**config.mk**
```make
export PLATFORM = sky130hd
export DESIGN_NAME = apb_completer
export DESIGN_NICKNAME = d
export VERILOG_FILES = /design/src/rtl/apb_pkg.sv /design/src/rtl/apb_regbank.sv /design/src/rtl/apb_completer.sv
export SDC_FILE = /design/constraint.sdc
export NUM_CORES = 2
export LEC_CHECK = 0
export BUFFER_PORTS_ARGS = -buffer_cell sky130_fd_sc_hd__buf_2
export CORE_MARGIN = 2
export CORE_UTILIZATION = 59
export DETAILED_ROUTE_END_ITERATION = 16
export PLACE_DENSITY = 0.73
export RECOVER_POWER = 50
export SYNTH_ARGS = -nofsm -noshare
export SYNTH_HDL_FRONTEND = slang
export SYNTH_SLANG_ARGS = --single-unit
```
**constraint.sdc**
```tcl
create_clock -name clk -period 7.2 [get_ports clk]
set_clock_uncertainty 0.2 [all_clocks]
set_input_delay 1.08 -clock clk [delete_from_list [all_inputs] [get_ports clk]]
set_output_delay 1.08 -clock clk [all_outputs]
set_load 0.05 [all_outputs]
```
**src/rtl/apb_pkg.sv**
```systemverilog
// Shared APB completer types, default widths and address-decode helpers.
// Optional wait states are enabled by defining APB_WAIT_EN.
package apb_pkg;

  localparam int APB_ADDR_W      = 32;
  localparam int APB_DATA_W      = 32;
  localparam int APB_DEPTH       = 64;
  localparam int APB_WAIT_CYCLES = 2;

  typedef enum logic [1:0] {
    IDLE   = 2'd0,
    SETUP  = 2'd1,
    ACCESS = 2'd2
  } apb_state_t;

  // Word index of a byte address; lsb is log2 of the bytes per word.
  function automatic logic [63:0] apb_word_idx(input logic [63:0] addr, input int lsb);
    return addr >> lsb;
  endfunction

  // Misaligned or beyond the last word of the bank.
  function automatic logic apb_addr_err(input logic [63:0] addr, input int lsb, input int depth);
    logic [63:0] mask;
    logic [63:0] limit;
    mask  = (64'd1 << lsb) - 64'd1;
    limit = 64'(depth) << lsb;
    return ((addr & mask) != 64'd0) || (addr >= limit);
  endfunction

endpackage

```
**src/rtl/apb_regbank.sv**
```systemverilog
// DEPTH x DATA_W register bank: synchronous write port, registered read port
// with a clear, contents cleared by the asynchronous reset.
module apb_regbank #(
  parameter int DATA_W = 32,
  parameter int DEPTH  = 64,
  parameter int IDX_W  = $clog2(DEPTH)
) (
  input  logic              clk,
  input  logic              rst_n,
  input  logic              i_we,
  input  logic [IDX_W-1:0]  i_widx,
  input  logic [DATA_W-1:0] i_wdata,
  input  logic              i_re,
  input  logic [IDX_W-1:0]  i_ridx,
  input  logic              i_clr,
  output logic [DATA_W-1:0] o_rdata
);

  logic [DATA_W-1:0] r_mem [DEPTH];
  logic [DATA_W-1:0] r_rdata;

  always_ff @(posedge clk or negedge rst_n) begin
    if (!rst_n) begin
      for (int i = 0; i < DEPTH; i++) r_mem[i] <= '0;
    end else if (i_we) begin
      r_mem[i_widx] <= i_wdata;
    end
  end

  // Clear wins so the read bus returns to zero once a transfer ends.
  always_ff @(posedge clk or negedge rst_n) begin
    if (!rst_n)     r_rdata <= '0;
    else if (i_clr) r_rdata <= '0;
    else if (i_re)  r_rdata <= r_mem[i_ridx];
  end

  assign o_rdata = r_rdata;

endmodule

```
**src/rtl/apb_completer.sv**
```systemverilog
// APB completer serving a local register bank, all outputs registered.
// Define APB_WAIT_EN to insert WAIT_CYCLES wait states per transfer.
module apb_completer
  import apb_pkg::*;
#(
  parameter int ADDR_W      = APB_ADDR_W,
  parameter int DATA_W      = APB_DATA_W,
  parameter int DEPTH       = APB_DEPTH,
  parameter int WAIT_CYCLES = APB_WAIT_CYCLES
) (
  input  logic              clk,
  input  logic              rst_n,
  input  logic              psel,
  input  logic              penable,
  input  logic              pwrite,
  input  logic [ADDR_W-1:0] paddr,
  input  logic [DATA_W-1:0] pwdata,
  output logic [DATA_W-1:0] prdata,
  output logic              pready,
  output logic              pslverr,
  output apb_state_t        o_dbg_state
);

  localparam int LSB   = $clog2(DATA_W / 8);
  localparam int IDX_W = $clog2(DEPTH);
`ifdef APB_WAIT_EN
  localparam int LOAD  = WAIT_CYCLES;
  localparam int CNT_W = (WAIT_CYCLES > 0) ? $clog2(WAIT_CYCLES + 1) : 1;
`else
  localparam int LOAD  = WAIT_CYCLES * 0;
`endif

  // Handshake: the setup edge is the one where psel=1 and penable=0 while idle
  // (or just after a completion); the transfer completes on the edge where
  // psel & penable & pready, and pready/pslverr fall on that same edge.
  apb_state_t        r_state;
  logic              r_done;
  logic              r_write;
  logic              r_err;
  logic              r_pready;
  logic              r_pslverr;
  logic [IDX_W-1:0]  r_idx;
  logic [DATA_W-1:0] r_wdata;

  logic [IDX_W-1:0]  w_idx;
  logic              w_err;
  logic              w_setup;
  logic              w_active;
  logic              w_complete;
  logic              w_abort;
  logic              w_raise;
  logic              w_tick;
  logic              w_re;
  logic              w_we;
  logic [IDX_W-1:0]  w_ridx;
  logic [DATA_W-1:0] w_rdata;

  assign w_idx = IDX_W'(apb_word_idx(64'(paddr), LSB));
  assign w_err = apb_addr_err(64'(paddr), LSB, DEPTH);

  assign w_active   = (r_state == ACCESS) && !r_done;
  assign w_setup    = psel && !penable && ((r_state == IDLE) || ((r_state == ACCESS) && r_done));
  assign w_complete = w_active && psel && penable && r_pready;
  assign w_abort    = w_active && !psel;

`ifdef APB_WAIT_EN
  logic [CNT_W-1:0] r_cnt;

  assign w_tick = w_active && psel && penable && (r_cnt != '0);

  always_ff @(posedge clk or negedge rst_n) begin
    if (!rst_n)       r_cnt <= '0;
    else if (w_setup) r_cnt <= CNT_W'(WAIT_CYCLES);
    else if (w_abort) r_cnt <= '0;
    else if (w_tick)  r_cnt <= r_cnt - CNT_W'(1);
  end

  assign w_raise = (w_setup && (LOAD == 0)) || (w_tick && (r_cnt == CNT_W'(1)));
`else
  assign w_tick  = 1'b0;
  assign w_raise = w_setup;
`endif

  // Read data is fetched on the edge that raises pready, from the live
  // address when that edge is also the setup edge.
  assign w_re   = w_raise && (w_setup ? (!pwrite && !w_err) : (!r_write && !r_err));
  assign w_ridx = w_setup ? w_idx : r_idx;
  assign w_we   = w_complete && r_write && !r_err;

  always_ff @(posedge clk or negedge rst_n) begin
    if (!rst_n) begin
      r_state   <= IDLE;
      r_done    <= 1'b0;
      r_write   <= 1'b0;
      r_err     <= 1'b0;
      r_pready  <= 1'b0;
      r_pslverr <= 1'b0;
      r_idx     <= '0;
      r_wdata   <= '0;
    end else if (w_setup) begin
      r_state   <= ACCESS;
      r_done    <= 1'b0;
      r_write   <= pwrite;
      r_err     <= w_err;
      r_idx     <= w_idx;
      r_wdata   <= pwdata;
      r_pready  <= (LOAD == 0);
      r_pslverr <= (LOAD == 0) && w_err;
    end else if (w_abort) begin
      r_state   <= IDLE;
      r_done    <= 1'b0;
      r_pready  <= 1'b0;
      r_pslverr <= 1'b0;
    end else if (w_complete) begin
      r_done    <= 1'b1;
      r_pready  <= 1'b0;
      r_pslverr <= 1'b0;
    end else if ((r_state == ACCESS) && r_done) begin
      r_state   <= IDLE;
      r_done    <= 1'b0;
    end else if (w_raise) begin
      r_pready  <= 1'b1;
      r_pslverr <= r_err;
    end
  end

  apb_regbank #(
    .DATA_W (DATA_W),
    .DEPTH  (DEPTH),
    .IDX_W  (IDX_W)
  ) u_regbank (
    .clk     (clk),
    .rst_n   (rst_n),
    .i_we    (w_we),
    .i_widx  (r_idx),
    .i_wdata (r_wdata),
    .i_re    (w_re),
    .i_ridx  (w_ridx),
    .i_clr   (w_complete || w_abort),
    .o_rdata (w_rdata)
  );

  assign prdata      = w_rdata;
  assign pready      = r_pready;
  assign pslverr     = r_pslverr;
  assign o_dbg_state = r_state;

endmodule

```
# Word level (Yosys, flattened, before mapping)
# Index checks and enable logic that the tools add are counted.
dict set report totals {
  reg_bits 2125
  wordCells 134
  out_inout_bits 36
  inputBits 69
}
dict set report op_classes {
  bitwise_logic 2
  magnitude_cmp 4
  reduce_logical 31
  n_eq_ne 2
  mux 22
}
# operator count
set op_table {}
lappend op_table {{$bwmux 2048} 1}
lappend op_table {{$bmux 32 s6} 1}
lappend op_table {{$demux 32 s6} 1}
lappend op_table {{$mux 32} 5}
lappend op_table {{$reduce_bool 64->1} 1}
lappend op_table {{$ge 32x9->1 const B} 1}
lappend op_table {{$ge 7x7->1 const B} 2}
lappend op_table {{$logic_and 1x1->1} 14}
lappend op_table {{$not 6->7} 2}
lappend op_table {{$mux 1} 9}
lappend op_table {{$mux 2} 4}
lappend op_table {{$logic_not 1->1} 7}
lappend op_table {{$lt 7x1->1 const B} 1}
lappend op_table {{$mux 6} 1}
lappend op_table {{$reduce_bool 3->1} 2}
lappend op_table {{$reduce_bool 4->1} 1}
lappend op_table {{$logic_or 1x1->1} 3}
lappend op_table {{$ne 3x1->1 const B} 1}
lappend op_table {{$eq 2x2->1 const B} 1}
lappend op_table {{$logic_not 2->1} 1}
lappend op_table {{$reduce_and 2->1} 1}
lappend op_table {{$reduce_bool 2->1} 1}

# Longest topological paths before layout
dict set report logic_depth {
  depth_word 11
  mapped_depth 14
  mapped_depth_nobuf 9
}

# Modules after synthesis
# From an unflattened synthesis, not the netlist that was laid out.
dict set report unflattened {
  hier_cells 6071
  hier_area_um2 95879.5
}
# module seq_area_each_um2 n_inst cells_each area_per_inst_um2
set modules_own_cells {}
lappend modules_own_cells {apb_regbank 52049.9 1 5948 94092.7}
lappend modules_own_cells {apb_completer 1101.1 1 123 1786.7}

# Worst setup path after synthesis
# OpenSTA, ideal clock, no wires.
dict set report synth_timing {
  path_kind {input to register}
  from {in psel}
  to {reg u_regbank.r_rdata[30] (netlist: u_regbank.o_rdata[30])}
  path_buffers 4
  cell_stages 11
  arrival_ns 3.005
  t_required_ns 6.869
  path_slack_ns 3.864
  setup_time_ns 0.131
  cell_sequence {nor2b_4 -> buf_4 -> a21oi_2 -> o221a_2 -> buf_2 -> buf_2 -> buf_2 -> a32oi_1 -> a32oi_1 -> nand2_1 -> or3_1}
}
dict set report synth_between {
  elab_chain_len 9
  word_cells_on_any_way 18
  classes_between {7 x mux; 1 x bitwise; 10 x reduce/logical}
}
# item line_no
set synth_rtl {}
lappend synth_rtl {{from (decl)} apb_completer.sv:13} ;# input logic psel,
lappend synth_rtl {{$logic_and 1x1->1 (2 in a row)} apb_completer.sv:62} ;# assign w_setup = psel && !penable && ((r_state == IDLE) || ((r_state == ACCESS) && r_done));
lappend synth_rtl {{$mux 6} n/a}
lappend synth_rtl {{$not 6->7 (not written as such)} apb_regbank.sv:34} ;# else if (i_re) r_rdata <= r_mem[i_ridx];
lappend synth_rtl {{$bmux 32 s6} apb_regbank.sv:34}
lappend synth_rtl {{$mux 32 (not written as such) (2 in a row)} apb_regbank.sv:34}
lappend synth_rtl {{$mux 32} apb_regbank.sv:34}
lappend synth_rtl {{$mux 32} apb_regbank.sv:33} ;# else if (i_clr) r_rdata <= '0;
lappend synth_rtl {{to (signal assigned)} apb_regbank.sv:34}
lappend synth_rtl {{to (decl)} apb_regbank.sv:20} ;# logic [DATA_W-1:0] r_rdata;
# Parallel ways exist; a longest one is shown, timed or not. The select of a mux whose other input is x is not followed.
# A chain may end at the register's enable or synchronous reset.

# Worst setup path after layout
dict set report layout_timing {
  from {in penable}
  to {reg u_regbank.r_rdata[17] (netlist: u_regbank.o_rdata[17])}
}
dict set report layout_between {
  elab_chain_len 10
  word_cells_on_any_way 16
  classes_between {7 x mux; 1 x bitwise; 8 x reduce/logical}
}
# item line_no
set layout_rtl {}
lappend layout_rtl {{from (decl)} apb_completer.sv:14} ;# input logic penable,
lappend layout_rtl {{$logic_not 1->1} apb_completer.sv:62}
lappend layout_rtl {{$logic_and 1x1->1 (2 in a row)} apb_completer.sv:62}
lappend layout_rtl {{$mux 6} n/a}
lappend layout_rtl {{$not 6->7 (not written as such)} apb_regbank.sv:34}
lappend layout_rtl {{$bmux 32 s6} apb_regbank.sv:34}
lappend layout_rtl {{$mux 32 (not written as such) (2 in a row)} apb_regbank.sv:34}
lappend layout_rtl {{$mux 32} apb_regbank.sv:34}
lappend layout_rtl {{$mux 32} apb_regbank.sv:33}
# Parallel ways exist; a longest one is shown, timed or not. The select of a mux whose other input is x is not followed.

==> metrics.md <==
| Metric | Value |
|---|---|
| Status | finished, violations left |
| Failing checks | capacitance limit, slew limit |
| Largest cells by area after synthesis | dfrtp_1, mux2_2, nand2_1 |
| Largest net degree at the start of global routing | 202 |
| Post-synth ARST share | 1.00 |
| Count leader, synth | dfrtp_1 |
| Power Density | 257 nW/µm² |
| DR vias | 67,706 |
| Row cnt | 148 |
| Congestion Overflow GR | 0 |
| F_max | ~0.18 GHz |
| Die height | 409 µm |
| CTS sink count | 2,124 |
| GR Util met3 | 0.0746 |
| Crit path kind | in2reg |
| Met1 GRT Util | 0.458 |
| Antenna violations before repair | 6 |
| Critical Path Start Type | input port |
| Routed WL | 282,000 µm |
| Period utilisation layout | 0.780 |
| Inserted Clock Buffers | between 200 and 250 |
| Max stage delay on crit path | between 1 and 1.5 ns |
| CP Capture Type | register |
| Post-CTS Hold Fix Bufs | 0 |
| CTS Root Buffer Type | clkbuf_16 |
| Synth top cells by count | dfrtp_1, mux2_2, nand2_1, nand3_1, clkbuf_1 |
| CTS tree | yes |
| Number of flops mapped to enable cells by yosys | 0 |
| I/O pin count | 105 |
| DRT Pass-1 Iters | 6 |
| Leakage | 0.0506 µW |
| 1st-iter DRT viols | 7,997 |
| Max-cap violations | 11 |
| GRT Total Usage | 0.335 |
| Crit-path slowest cell | nor2_1 |
| Syn. warnings | 0 |
| Final Hold Fails | 0 |
| Slew margin rel. | -1.96 |
| Setup Fix Bufs, Post-CTS | 0 |
| Depth of the CTS H-tree | 4 |
| Final ANT Viol Nets | 0 |
| Syn Nets | 8,258 |
| Dpl hpwl | 150,000 µm |
| Core area | 163,000 µm² |
| Starting density of the core | 0.595 |
| Cell mode on critical path | a31oi_1 |
| Yosys top cell area share | 0.548 |
| Setup TNS | 0 ns |
| Post-Syn Area | about 97,000 µm² |
| Top FF cell, synth | dfrtp_1 |
| Critical Path AT | between 6 and 7 ns |
| Port bufs | 103 |
| Post-synthesis cell count | 8,189 |
| Area leader, netlist | dfrtp_1 |
| Worst-path clk slew | 0.07 ns |
| Layout cells sized above 1 | 0.346 |
| Worst skew pair latency | 0.85 ns |
| Worst min path class | in2async |
| Wirelength per Cell | between 20 and 30 µm |
| WHS | 0.0437 ns |
| Synthesis-to-finish area growth | 9.09% |
| Worst-Margin Slew | 4.44 ns |
| Final min period | about 5.6 ns |
| Fin nets | 7,927 |
| Routed vias/inst | 6.63 |
| CP required | 7.72 ns |
| Vias in the first global route | 68,380 |
| Grt met2 use | 0.516 |
| Worst vdd ir | ~0.00031 V |
| Seq/Total Area, Yosys | 0.548 |
| Crit-path cells | clkbuf_1 -> nand2b_1 -> nor2_1 -> o221a_4 -> buf_12 -> a31o_2 -> nor4_1 -> a31oi_1 -> a31oi_1 -> or3_1 |
| RSZ-0062 raised after global routing | false |
| Global routing's busiest layer | met2 |
| Max-slew violation count | 765 |
| Synth cell types | 57 |
| Die area | 168,000 µm² |
| Setup violators final | 0 |
| Global-route wire length before repair | between 400,000 and 500,000 µm |
| Max Buffers Root-to-Sink | 3 |
| Crit-path max FO | 48 |
| Syn_area_per_cell | 11.8 µm² |
| Post_cts resized | 0 |
| Gpl congestion | roughly 0.85 |
| Flops & latches, synth | 2,124 |
| DRC Markers | 0 |
| Die W | 409 µm |
==> layer usage <==
metal	routed length (µm)	vias up
li1	-	28273
met1	115000	35535
met2	128000	3159
met3	25900	735
met4	13400	4
met5	31	-
==> path summary, 6_finish.rpt <==
check / cells after the start / from / slack [ns] / to
max in group asynchronous: 2 / rst_n / 2.13 / r_wdata[10]
hold reg to reg: 1 / u_regbank.r_mem[1839] / 0.30 / u_regbank.r_mem[1839]
setup reg to reg: 11 / o_dbg_state[1] / 1.62 / u_regbank.o_rdata[17]
min in group clk: 2 / pwdata[0] / 0.26 / r_wdata[0]
setup / recovery: 10 / penable / 1.59 / u_regbank.o_rdata[17]
hold / removal: 1 / rst_n / 0.04 / u_regbank.r_mem[36]
==> power by group <==
| group | switching [µW] | internal [µW] | total (µW) |
|---|---|---|---|
| Combinational | 2680 | 791 | 3470 |
| Sequential | 487 | 12000 | 12500 |
| Clock | 4760 | 6470 | 11200 |
==> stage by stage <==
stage / setup WS (ns) / cell area, µm² / utilization / cells / total power (µW)
2_1_floorplan: 3.86 / 96900 / - / 8189 / 14500
3_3_place_gp: 1.72 / 98800 / 0.606 / 9820 / 16000
3_5_place_dp: 1.56 / 98800 / 0.606 / 9820 / 16100
4_1_cts: 2.37 / 106000 / 0.650 / 10203 / 27200
5_1_grt: 1.24 / 106000 / 0.649 / 10203 / 27900
6_report: 1.59 / 106000 / 0.649 / 10207 / 27200
==> cells by family (layout without fill, tap and decap cells) <==
| family | count (synthesis) | in the layout | synth area share |
|---|---|---|---|
| multiplexers | 2268 | 2268 | 0.261 |
| buffers and inverters | 802 | 641 | 0.0366 |
| adder cells (fa/ha/maj) | 1 | 1 | 0.000103 |
| other | 1 | 5 | 0.0000387 |
| AND/OR/NAND/NOR | 2419 | 2419 | 0.109 |
| AO/OA/AOI/OAI | 574 | 574 | 0.0453 |
| flip-flops | 2124 | 2124 | 0.548 |
==> worst max-delay path: cells and delay by family <==
kind                   cells  cell delay [ns]
AOI/OAI and AO/OA          4             2.12
buffers and inverters      2             0.50
and+or+nand+nor            4             2.38
==> flip-flops by register name, indices dropped and copies added (netlist names) <==
name and count:
u_regbank.r_mem 2048, r_wdata 32, u_regbank.o_rdata 32, r_idx 6, o_dbg_state 1, pready 1, pslverr 1, r_done 1
r_err 1, r_write 1
==> cell usage in the layout, fill, tap and decap left out, types with 101 or more instances in the layout <==
| cell | instances |
|---|---|
| clkbuf_16 | 211 |
| nand4_1 | 136 |
| dfrtp_1 | 2092 |
| buf_2 | 101 |
| nand3_1 | 457 |
| nand2_1 | 1572 |
| a32oi_1 | 217 |
| and3_1 | 101 |
| mux2_2 | 2081 |
| mux2i_1 | 186 |
| a31oi_1 | 175 |
==> final cells by class <==
type | instances | area [µm²]
flip-flops and latches | 2124 | 53200
clock buffers | 329 | 6370
well taps | 2175 | 2720
fillers | 12172 | 57200
inverters | 12 | 63.8
repair buffers | 246 | 1970
diodes | 4 | 10.0
clock inverters | 54 | 701
multi-input cells | 5263 | 40700
No activity file was read; power rests on OpenSTA's default activity.
